### src/rtl/mips_pkg.sv
// ============================================================================
// mips_pkg : shared widths and redirect FSM state type for the 5-stage MIPS
// Revision : 1.0
// ============================================================================
`default_nettype none

package mips_pkg;

  localparam int ADDR_W = 32;
  localparam int JIDX_W = 26;

  typedef enum logic [0:0] {
    IDLE     = 1'b0,
    REDIRECT = 1'b1
  } redir_state_t;

endpackage

`default_nettype wire

### src/rtl/branch_target_gen.sv
// ============================================================================
// branch_target_gen : taken decision and redirect target for the EX instruction
// Revision : 1.0
// ============================================================================
`default_nettype none

module branch_target_gen
  import mips_pkg::*;
(
  input  logic              i_ex_valid,
  input  logic              i_ex_beq,
  input  logic              i_ex_bne,
  input  logic              i_ex_jump,
  input  logic              i_ex_zero,
  input  logic [ADDR_W-1:0] i_ex_after_pc,
  input  logic [ADDR_W-1:0] i_ex_imm,
  input  logic [JIDX_W-1:0] i_ex_jidx,
  output logic              o_taken,
  output logic [ADDR_W-1:0] o_target
);

  logic [ADDR_W-1:0] w_imm_words;
  logic [ADDR_W-1:0] w_branch_target;
  logic [ADDR_W-1:0] w_jump_target;

  // Branch offset is in words; the add wraps silently modulo 2^32.
  assign w_imm_words     = i_ex_imm << 2;
  assign w_branch_target = i_ex_after_pc + w_imm_words;
  assign w_jump_target   = {i_ex_after_pc[ADDR_W-1 -: 4], i_ex_jidx, 2'b00};

  always_comb begin
    o_taken  = i_ex_valid & (i_ex_jump | (i_ex_beq & i_ex_zero) | (i_ex_bne & ~i_ex_zero));
    o_target = i_ex_jump ? w_jump_target : w_branch_target;
  end

endmodule

`default_nettype wire

### src/rtl/branch_redirect_unit.sv
// ============================================================================
// branch_redirect_unit : registers EX-stage branch/jump decisions and drives
//                        the one-cycle fetch redirect plus wrong-path flushes
// Revision : 1.0
// ============================================================================
`default_nettype none

module branch_redirect_unit
  import mips_pkg::*;
#(
  parameter int CNT_W = 16
) (
  input  logic              clk,
  input  logic              rst,
  input  logic              ex_valid,
  input  logic              ex_beq,
  input  logic              ex_bne,
  input  logic              ex_jump,
  input  logic              ex_zero,
  input  logic [ADDR_W-1:0] ex_after_pc,
  input  logic [ADDR_W-1:0] ex_imm,
  input  logic [JIDX_W-1:0] ex_jidx,
  output logic              PCSrc,
  output logic [ADDR_W-1:0] target,
  output logic              flush_if_id,
  output logic              flush_id_ex,
  output logic              flush_ex_mem,
  output logic [CNT_W-1:0]  taken_cnt
);

  localparam logic [CNT_W-1:0] C_CNT_ONE = {{(CNT_W-1){1'b0}}, 1'b1};
  localparam logic [CNT_W-1:0] C_CNT_MAX = {CNT_W{1'b1}};

  logic              w_taken;
  logic [ADDR_W-1:0] w_next_target;

  redir_state_t      r_state;
  logic              r_pcsrc;
  logic              r_flush;
  logic [ADDR_W-1:0] r_target;
  logic [CNT_W-1:0]  r_taken_cnt;

  branch_target_gen u_target_gen (
    .i_ex_valid    (ex_valid),
    .i_ex_beq      (ex_beq),
    .i_ex_bne      (ex_bne),
    .i_ex_jump     (ex_jump),
    .i_ex_zero     (ex_zero),
    .i_ex_after_pc (ex_after_pc),
    .i_ex_imm      (ex_imm),
    .i_ex_jidx     (ex_jidx),
    .o_taken       (w_taken),
    .o_target      (w_next_target)
  );

  always_ff @(posedge clk) begin
    if (rst) begin
      r_state     <= IDLE;
      r_pcsrc     <= 1'b0;
      r_flush     <= 1'b0;
      r_target    <= '0;
      r_taken_cnt <= '0;
    end else begin
      case (r_state)
        IDLE: begin
          if (w_taken) begin
            r_state  <= REDIRECT;
            r_pcsrc  <= 1'b1;
            r_flush  <= 1'b1;
            r_target <= w_next_target;
            if (r_taken_cnt != C_CNT_MAX) begin
              r_taken_cnt <= r_taken_cnt + C_CNT_ONE;
            end
          end else begin
            r_pcsrc <= 1'b0;
            r_flush <= 1'b0;
          end
        end
        // EX holds a wrong-path instruction here, so its inputs are ignored.
        REDIRECT: begin
          r_state <= IDLE;
          r_pcsrc <= 1'b0;
          r_flush <= 1'b0;
        end
        default: begin
          r_state <= IDLE;
          r_pcsrc <= 1'b0;
          r_flush <= 1'b0;
        end
      endcase
    end
  end

  assign PCSrc        = r_pcsrc;
  assign target       = r_target;
  assign flush_if_id  = r_flush;
  assign flush_id_ex  = r_flush;
  assign flush_ex_mem = r_flush;
  assign taken_cnt    = r_taken_cnt;

endmodule

`default_nettype wire

### config.mk
export PLATFORM = sky130hd
export DESIGN_NAME = branch_redirect_unit
export DESIGN_NICKNAME = d
export VERILOG_FILES = /design/src/rtl/mips_pkg.sv /design/src/rtl/branch_target_gen.sv /design/src/rtl/branch_redirect_unit.sv
export SDC_FILE = /design/constraint.sdc
export NUM_CORES = 1
export LEC_CHECK = 0
export BUFFER_PORTS_ARGS = -buffer_cell sky130_fd_sc_hd__buf_2
export CELL_PAD_IN_SITES_DETAIL_PLACEMENT = 0
export CELL_PAD_IN_SITES_GLOBAL_PLACEMENT = 1
export CORE_AREA = 4 4 107 109
export CTS_CLUSTER_SIZE = 24
export DETAILED_ROUTE_END_ITERATION = 16
export DIE_AREA = 0 0 111 113
export PLACE_DENSITY_LB_ADDON = 0.1
export SYNTH_ARGS = -nofsm -noshare
export SYNTH_HDL_FRONTEND = slang
export SYNTH_SLANG_ARGS = --single-unit
### constraint.sdc
create_clock -name clk -period 4.7 [get_ports clk]
set_input_delay 0 -clock clk [delete_from_list [all_inputs] [get_ports clk]]
set_output_delay 0 -clock clk [all_outputs]
set_load 0.05 [all_outputs]
==> results.json <==
{
  "setup.worst_path.class": "in2reg",
  "p_leak_nw": 2.25,
  "ant_nets": 0,
  "vias_per_cell": 5.22,
  "antennaDiodeCount": 0,
  "timing.rr.end": "taken_cnt[15]$_SDFFE_PP0P_",
  "grt_use_total_pct": 19.4,
  "async_flop_share_pct": 0,
  "p_comb_share_pct": 42.3,
  "switching_share_pct": 41.3,
  "maxSlewHeadroom_pct": 29.4,
  "antenna_found_initial": 0,
  "portBuffers": 146,
  "tightest_slew_ps": 1060,
  "slowest_stage": "fa_1",
  "p_int_mw": 0.745,
  "dr.first_iter.drc_count": 141,
  "layout_commonest_cell": "buf_2",
  "die-height_um": 113,
  "dr.max_layer_used": "met4",
  "fin_skew_ps": 9.52,
  "post-place-ws_ps": 1960,
  "initial_core_util_pct": 37.1,
  "clkPwrFrac_pct": 21.7,
  "fill_cells": 1101,
  "worstSkewPairLatency_ps": 320,
  "startpoint": "ex_after_pc[2]",
  "routedWlPerCell_um": 15.8,
  "clockBufferDepth": 2,
  "routed_wirelength_um": 12300,
  "yosys_warnings": 0,
  "holdCritPathClass": "in2reg",
  "rows": 38,
  "die_area_um2": 12500,
  "areaGrowthSynthToFinish_pct": 25.0,
  "crit_required_ps": 4870,
  "finalCritPeriodShare_pct": 52.0,
  "utilization_pct": 46.4,
  "setup_ws_ps": 2260,
  "grt_pass1_wl_um": 20100,
  "pwr-share-seq_pct": 36.0,
  "cts-root-buf": "clkbuf_8",
  "grt_start_max_net_pins": 51,
  "setup.worst_path.start_class": "primary input",
  "wl_met1_um": 5370,
  "core_um2": 10600,
  "finish.instance_area_um2": 4920,
  "hpwl_um": 9320,
  "cts_buffers": 5,
  "nNetsFinal": 767,
  "tns_ps": 0,
  "path_clk_slew_ps": 110,
  "crit_path_end_kind": "flop",
  "cap_viol_max_count": 0,
  "critPathBufInv": 1,
  "synth.net_count": 633,
  "hold_ws_ps": 29.3,
  "cts_tree": "done",
  "ys_seq_area_share_pct": 24.9,
  "cp.depth": 11,
  "r2r_cells": 8,
  "stdcell_count": 780,
  "min_period_ps": 2440,
  "io_pins": 149,
  "reg2reg_from": "taken_cnt[3]$_SDFFE_PP0P_",
  "cp_top_family": "compound AO/OA/AOI/OAI gates",
  "drc": 0,
  "min_from": "ex_jidx[0]",
  "p_per_area_nw_per_um2": 258,
  "cts.sinks": 49,
  "layout_common_cells": "146 x buf_2, 57 x nor2_1, 56 x nand2_1",
  "holdPathStages": 3,
  "syn_inst": 505,
  "dr.pass1.iters": 5,
  "vias": 4068,
  "final_hold_viol_count": 0,
  "drive_gt1_share_pct": 27.7,
  "h-tree-depth": 2,
  "synth_edf_count": 0,
  "drv_slew": 0,
  "crit_arrival_ps": 2620,
  "outcome": "finished clean",
  "reg2reg_slack_ps": 2420,
  "worstPathMaxFanout": 3,
  "max_freq_mhz": 409,
  "cp_slowest_stage_delay_ps": 420,
  "globalplace.congestion": 0.849,
  "cts_setup_buffers": 0,
  "path_cells": "buf_2 > ha_1 > fa_1 > a21o_1 > a221oi_2 > o21ai_1 > a31oi_1 > o22ai_1 > mux2i_1 > a2111oi_0 > nor3_1",
  "grt_setup_unrepaired": "no",
  "netlist-cell-type-count": 60,
  "dp_cells": 762,
  "peakVddDrop_uv": 119,
  "dr_wl_met3_um": 778,
  "ys.flop_type": "dfxtp_1",
  "power_mw": 1.27,
  "hold_path_end": "target[2]$_SDFFE_PP0P_",
  "syn-mean-instance-area_um2": 7.79,
  "setup_viol": 0,
  "power_switching_mw": 0.523,
  "die_x_um": 111,
  "syn_area_um2": 3940,
  "first_global_vias": 4034,
  "placed_area_um2": 4720,
  "wl_met2_um": 6090,
  "overflow": 0,
  "synth_seq_cells": 49
}
-- routing by layer --
layer | global-route usage (%) | vias to the layer above
li1 | - | 2094
met1 | 24.0 | 1842
met2 | 35.1 | 126
met3 | 4.49 | 6
met4 | 3.04 | 0
met5 | 0 | -
-- registers in the layout, summed over array words and instances, names as in the netlist --
name          cells
flush_ex_mem      1
taken_cnt        16
target           32
-- power by group through the flow --
stage               clock network [mW]  registers [mW]  logic (mW)
floorplan                            0           0.557       0.294
global placement                     0           0.465       0.526
detailed placement                   0           0.466       0.530
CTS                              0.287           0.457       0.538
global route                     0.300           0.461       0.589
finish                           0.275           0.456       0.537
-- cell families after synthesis --
group	after synthesis	share of synthesized area, %
flip-flops	49	24.9
XOR/XNOR	37	8.23
adder cells (fa/ha/maj)	31	10.0
AO/OA/AOI/OAI	162	28.4
multiplexers	10	2.73
buffers and inverters	40	4.45
AND/OR/NAND/NOR	176	21.2
-- cells in the mapped netlist, types with 2 or more instances --
| library cell | count | area [µm²] |
|---|---|---|
| a31oi_1 | 6 | 37.5 |
| o21a_1 | 5 | 37.5 |
| buf_2 | 2 | 10.0 |
| or3_1 | 3 | 18.8 |
| o22ai_1 | 2 | 12.5 |
| and3_1 | 8 | 50.1 |
| o211ai_2 | 3 | 37.5 |
| nor3b_2 | 2 | 25.0 |
| nand2b_1 | 3 | 18.8 |
| nor4_1 | 3 | 18.8 |
| mux2i_1 | 7 | 70.1 |
| a211oi_2 | 2 | 25.0 |
| nand2_1 | 56 | 210 |
| and4_1 | 5 | 43.8 |
| a221oi_2 | 2 | 30.0 |
| o21ai_1 | 2 | 10.0 |
| o21ai_0 | 33 | 165 |
| a2111oi_0 | 2 | 17.5 |
| a211oi_1 | 11 | 82.6 |
| and2_1 | 3 | 18.8 |
| buf_4 | 4 | 30.0 |
| nor2b_1 | 5 | 31.3 |
| o211ai_1 | 5 | 37.5 |
| buf_1 | 2 | 7.51 |
| nand4_1 | 9 | 56.3 |
| inv_1 | 8 | 30.0 |
| ha_1 | 30 | 375 |
| o21bai_1 | 3 | 22.5 |
| a21oi_1 | 47 | 235 |
| dfxtp_1 | 49 | 981 |
| clkbuf_1 | 23 | 86.3 |
| a21boi_0 | 2 | 15.0 |
| xnor2_1 | 22 | 193 |
| nor2_1 | 57 | 214 |
| nor3_1 | 6 | 30.0 |
| a21o_1 | 18 | 135 |
| xor2_1 | 15 | 131 |
| nand3_1 | 12 | 60.1 |
| a311oi_1 | 7 | 61.3 |
-- layout make-up --
cell class / instances / area, µm² / area share [%]
Clock buffer: 5 / 68.8 / 1.40
Clock inverter: 3 / 26.3 / 0.534
Inverter: 8 / 30.0 / 0.611
Multi-Input combinational cell: 416 / 2780 / 56.6
Sequential cell: 49 / 981 / 19.9
Tap cell: 140 / 175 / 3.56
Timing Repair Buffer: 159 / 853 / 17.3
-- how the worst max path moves through the flow --
stage / end / slack (ps)
finish: target[26]$_SDFFE_PP0P_ / 2260
global route: target[26]$_SDFFE_PP0P_ / 1960
CTS: target[26]$_SDFFE_PP0P_ / 2300
detailed placement: target[26]$_SDFFE_PP0P_ / 1960
global placement: target[26]$_SDFFE_PP0P_ / 1960
floorplan: taken_cnt[15]$_SDFFE_PP0P_ / 2230
-- worst reg2reg max path: cells and delay by family (launching register included) --
kind                      cells  cell delay [ps]
AOI/OAI and AO/OA             1              250
xor gates and xnor gates      1              130
DFF                           1              430
and+or+nand+nor               6             1340
-- repair_timing --
| action | 4_1_cts | 5_1_grt |
|---|---|---|
| resized for setup | 0 | 0 |
| hold buffers | 9 | 1 |
| endpoints found under the hold margin | 9 | 1 |
(Power assumes the default switching activity.)
